`src/rtl/mips_pkg.sv`:
```
// rtl/mips_pkg.sv - shared divider state encoding, constants and helpers
package mips_pkg;

    typedef enum logic [2:0] {
        ST_IDLE  = 3'd0,
        ST_PREP  = 3'd1,
        ST_ITER  = 3'd2,
        ST_FIX   = 3'd3,
        ST_WRITE = 3'd4
    } div_state_t;

    localparam int          DIV_ITERS      = 32;
    localparam logic [31:0] DIV_BY_ZERO_LO = 32'hFFFF_FFFF;

    // two's-complement negate when en is set, pass-through otherwise
    function automatic logic [31:0] neg_if(input logic [31:0] v, input logic en);
        return en ? (~v + 32'd1) : v;
    endfunction

endpackage

```
`src/rtl/div_step.sv`:
```
// rtl/div_step.sv - one restoring shift-subtract divide iteration
module div_step
    import mips_pkg::*;
(
    input  logic [31:0] rem_in,
    input  logic [31:0] divisor,
    input  logic        dvd_bit,
    output logic [31:0] rem_out,
    output logic        q_bit
);

    logic [32:0] shifted;
    logic [32:0] diff;

    // shift in next dividend bit; keep the difference only if it did not go negative
    always_comb begin
        shifted = {rem_in, dvd_bit};
        diff    = shifted - {1'b0, divisor};
        q_bit   = ~diff[32];
        rem_out = q_bit ? diff[31:0] : shifted[31:0];
    end

endmodule

```
`src/rtl/hilo_div_seq.sv`:
```
// rtl/hilo_div_seq.sv - multi-cycle HI/LO divider (DIV/DIVU); signed ops enabled by HILO_DIV_SIGNED_EN
module hilo_div_seq
    import mips_pkg::*;
(
    input  logic        clk,
    input  logic        reset,
    input  logic        op_valid,
    input  logic        op_signed,
    input  logic [31:0] op_a,
    input  logic [31:0] op_b,
    input  logic        cancel,
    input  logic        mf_req,
    output logic        op_ready,
    output logic        busy,
    output logic        stall,
    output logic        hilo_we,
    output logic [63:0] hilo_wdata
);

`ifdef HILO_DIV_SIGNED_EN
    localparam logic SIGNED_EN = 1'b1;
`else
    localparam logic SIGNED_EN = 1'b0;
`endif

    div_state_t  state;
    div_state_t  next_state;

    logic [31:0] a_reg;
    logic [31:0] b_reg;
    logic        sgn_reg;
    logic        sgn_eff;
    logic [31:0] quo;
    logic [31:0] dvs;
    logic [31:0] rem;
    logic [5:0]  cnt;
    logic        q_neg;
    logic        r_neg;
    logic [31:0] rem_next;
    logic        q_bit;

    assign sgn_eff = sgn_reg & SIGNED_EN;

    div_step u_step (
        .rem_in  (rem),
        .divisor (dvs),
        .dvd_bit (quo[31]),
        .rem_out (rem_next),
        .q_bit   (q_bit)
    );

    // state register
    always_ff @(posedge clk) begin
        if (!reset) state <= ST_IDLE;
        else        state <= next_state;
    end

    // next-state and status outputs; cancel always wins back to IDLE
    always_comb begin
        next_state = state;
        busy       = 1'b0;
        hilo_we    = 1'b0;
        case (state)
            ST_IDLE:  if (op_valid) next_state = ST_PREP;
            ST_PREP:  next_state = (b_reg == 32'd0) ? ST_WRITE : ST_ITER;
            ST_ITER:  if (cnt == 6'(DIV_ITERS - 1)) next_state = ST_FIX;
            ST_FIX:   next_state = ST_WRITE;
            ST_WRITE: next_state = ST_IDLE;
            default:  next_state = ST_IDLE;
        endcase
        if (cancel) next_state = ST_IDLE;
        busy     = (state != ST_IDLE);
        hilo_we  = (state == ST_WRITE);
        op_ready = ~busy;
        stall    = mf_req & busy;
    end

    // operand capture, iteration datapath and result register
    always_ff @(posedge clk) begin
        if (!reset) begin
            a_reg      <= '0;
            b_reg      <= '0;
            sgn_reg    <= 1'b0;
            quo        <= '0;
            dvs        <= '0;
            rem        <= '0;
            cnt        <= '0;
            q_neg      <= 1'b0;
            r_neg      <= 1'b0;
            hilo_wdata <= '0;
        end else begin
            case (state)
                ST_IDLE: begin
                    if (op_valid && !cancel) begin
                        a_reg   <= op_a;
                        b_reg   <= op_b;
                        sgn_reg <= op_signed;
                    end
                end
                ST_PREP: begin
                    quo   <= neg_if(a_reg, sgn_eff & a_reg[31]);
                    dvs   <= neg_if(b_reg, sgn_eff & b_reg[31]);
                    rem   <= '0;
                    cnt   <= '0;
                    q_neg <= sgn_eff & (a_reg[31] ^ b_reg[31]);
                    r_neg <= sgn_eff & a_reg[31];
                end
                ST_ITER: begin
                    quo <= {quo[30:0], q_bit};
                    rem <= rem_next;
                    cnt <= cnt + 6'd1;
                end
                default: ;
            endcase
            // result only changes on entry to WRITE, so it holds otherwise
            if (next_state == ST_WRITE && state != ST_WRITE) begin
                if (state == ST_PREP) hilo_wdata <= {a_reg, DIV_BY_ZERO_LO};
                else                  hilo_wdata <= {neg_if(rem, r_neg), neg_if(quo, q_neg)};
            end
        end
    end

endmodule

```
`config.mk`:
```
export PLATFORM = sky130hd
export DESIGN_NAME = hilo_div_seq
export DESIGN_NICKNAME = d
export VERILOG_FILES = /design/src/rtl/mips_pkg.sv /design/src/rtl/div_step.sv /design/src/rtl/hilo_div_seq.sv
export SDC_FILE = /design/constraint.sdc
export NUM_CORES = 1
export LEC_CHECK = 0
export ABC_AREA = 1
export BUFFER_PORTS_ARGS = -buffer_cell sky130_fd_sc_hd__buf_2
export CORE_MARGIN = 2
export CORE_UTILIZATION = 55
export DETAILED_ROUTE_END_ITERATION = 16
export GPL_TIMING_DRIVEN = 0
export PLACE_DENSITY = 0.87
export SLEW_MARGIN = 20
export SYNTH_ARGS = -nofsm -noshare
export SYNTH_HDL_FRONTEND = slang
export SYNTH_SLANG_ARGS = --single-unit
```
`constraint.sdc`:
```
create_clock -name clk -period 5.9 [get_ports clk]
set_input_delay 1.18 -clock clk [delete_from_list [all_inputs] [get_ports clk]]
set_output_delay 1.18 -clock clk [all_outputs]
set_load 0.05 [all_outputs]
```
==> flow_metrics.py <==
metrics = {
    "placed_design": {
        "gp_congestion": 0.977,
        "io_buffers": 136,
        "hpwl_um": 29100,
    },
    "floorplanning": {
        "dieWidth_um": 150,
        "core_um2": 21000,
        "die-area_um2": 22600,
        "initial_core_util_pct": 56.0,
        "rows": 53,
        "die_height_um": 150,
        "ioPinCount": 138,
    },
    "layout": {
        "area_growth_pct": 16.1,
        "final_cell_mix": "nand2_1 (419), nor2_1 (253), inv_1 (251)",
        "num-fill-cells": 1851,
        "final_common_cell": "nand2_1",
        "layout-drive-gt1-share_pct": 11.6,
        "fin_util_pct": 65.0,
        "largest-register": "hilo_wdata",
        "nNetsFinal": 2050,
        "diodes": 0,
        "largest_reg_flops": 64,
    },
    "sta": {
        "maxSlewHeadroom_pct": 52.0,
        "hold_viol_final": 0,
        "skew_ps": 14.3,
        "post-route-min-period_ps": 2810,
        "finalSetupViolCount": 0,
        "max_freq_mhz": 356,
        "rsz0062_at_grt": "no",
        "fin_crit_sh_pct": 47.6,
        "tightest_slew_ps": 719,
        "tns_ps": 0,
        "drv_slew": 0,
    },
    "cts": {
        "postCtsResizedCells": 0,
        "numCtsBuffers": 25,
        "cts-root-buf": "clkbuf_16",
        "insertion_delay_ps": 540,
        "cts_sinks": 233,
        "cts_max_level": 1,
        "cts_setup_buffers": 0,
        "clk_pin_slew_worst_paths_ps": 60,
        "cts.hold.buffers_added": 0,
        "cts_tree": "yes",
        "cts.path.max_buffers": 3,
    },
    "yosys": {
        "yosysWarnings": 0,
        "async_flop_share_pct": 0,
        "syn_nets": 1887,
        "ys_types": 41,
        "synth-main-ff-cell": "dfxtp_1",
        "syn-instance-count": 1783,
        "syn-cell-area_um2": 11800,
        "syn_avg_cell_area_um2": 6.60,
        "synth_edf_count": 0,
        "synth_seq_cells": 233,
        "synth_seq_area_share_pct": 39.6,
    },
    "worst_setup_path": {
        "arrival_ps": 1630,
        "path_max_fanout": 1,
        "start_kind": "primary input",
        "crit_type": "in -> out",
        "endpoint_kind": "output port",
        "r2r_setup_slack_ps": 3230,
        "cp.required_ps": 4720,
    },
    "route": {
        "via_count": 12285,
        "wl_per_cell_um": 16.8,
        "dr.pass1.iters": 6,
        "viasPerCell": 5.49,
        "ant_nets": 0,
        "drt-total-wl_um": 37600,
        "drt-initial-drc-count": 1489,
        "drcViolationCount": 0,
    },
    "grt": {
        "grt_overflow": 0,
        "antenna_found_initial": 1,
        "grt_max_degree": 15,
        "grt_pass1_vias": 11146,
        "track_usage_pct": 32.7,
        "grt_pass1_wl_um": 57300,
    },
    "pwr": {
        "static-leakage-power_nw": 6.75,
        "power-per-cell-area_nw_per_um2": 296,
        "ir_drop_uv": 439,
    },
    "status": {
        "status": "finished clean",
    },
    "hold_path": {
        "worstHoldPathType": "reg -> reg",
    },
    "flow_run": {
        "drv_cap": 0,
    },
}
## metrics by stage
step           cells  power (mW)  area (um^2)  hold WS (ps)  setup slack, ps
2_1_floorplan   1783        2.20        11800           430             2740
3_3_place_gp    2194        2.41        12800           445             3030
3_5_place_dp    2194        2.42        12800           451             2990
4_1_cts         2239        4.03        13700           461             3090
5_1_grt         2239        4.20        13700           487             3060
6_report        2239        4.05        13700           462             3090
## synthesized netlist by cell type, types with 3 or more instances
cell / number / area [um^2]
o21bai_1: 4 / 30.0
xor2_1: 13 / 114
dfxtp_1: 233 / 4660
o21ai_0: 195 / 976
nor3b_1: 20 / 150
nor2_1: 253 / 950
nand2_2: 10 / 62.6
nor3_1: 21 / 105
nand2_4: 4 / 45.0
clkbuf_1: 66 / 248
ha_1: 33 / 413
inv_1: 251 / 942
a21o_1: 3 / 22.5
nor4_1: 11 / 68.8
a21oi_1: 105 / 526
o22ai_1: 17 / 106
nand2_1: 419 / 1570
inv_2: 6 / 22.5
a31oi_1: 10 / 62.6
nor2_2: 3 / 18.8
buf_2: 14 / 70.1
a221oi_1: 3 / 26.3
nand3_1: 56 / 280
xnor2_1: 3 / 26.3
nand4_1: 9 / 56.3
buf_6: 4 / 45.0
## final cells by class
type | count | area, um^2 | share of cell area [%]
Buffer | 85 | 378 | 2.76
Timing Repair Buffer | 136 | 681 | 4.98
Tap cell | 275 | 344 | 2.52
Multi-Input combinational cell | 1207 | 5760 | 42.2
Clock inverter | 10 | 158 | 1.15
Sequential cell | 233 | 4660 | 34.1
Inverter | 258 | 968 | 7.08
Clock buffer | 35 | 713 | 5.22
## critical path: stages
cell and delay (ps):
buf_2 70, inv_1 30, nor2_1 80, buf_2 260
## final timing paths
kind | cells after the start | end | startpoint
min reg2reg | 2 | a_reg[18] | a_reg[18]
max | 4 | stall | mf_req
max reg2reg | 17 | rem[25] | quo[31]
min | 2 | a_reg[18] | a_reg[18]
## where the power goes
part           switching (mW)  leakage, nW  internal, mW  total (mW)
Sequential             0.0303         1.89          1.63        1.66
Clock                   0.654        0.423         0.985        1.64
Combinational           0.518         4.43         0.236       0.754
Total                    1.20         6.75          2.85        4.05
## layer usage
layer	vias up	GRT usage, %	wire (um)
li1	5958	-	-
met1	5485	42.6	15000
met2	720	51.0	16200
met3	120	9.48	4640
met4	2	13.3	1750
met5	-	0	13
## cell families after synthesis
group,synth area share [%]
AOI/OAI and AO/OA,15.4
DFF,39.6
adders and majority gates,3.68
buffers and inverters,11.4
xor gates and xnor gates,1.19
and+or+nand+nor,28.7
(Power assumes the default switching activity.)
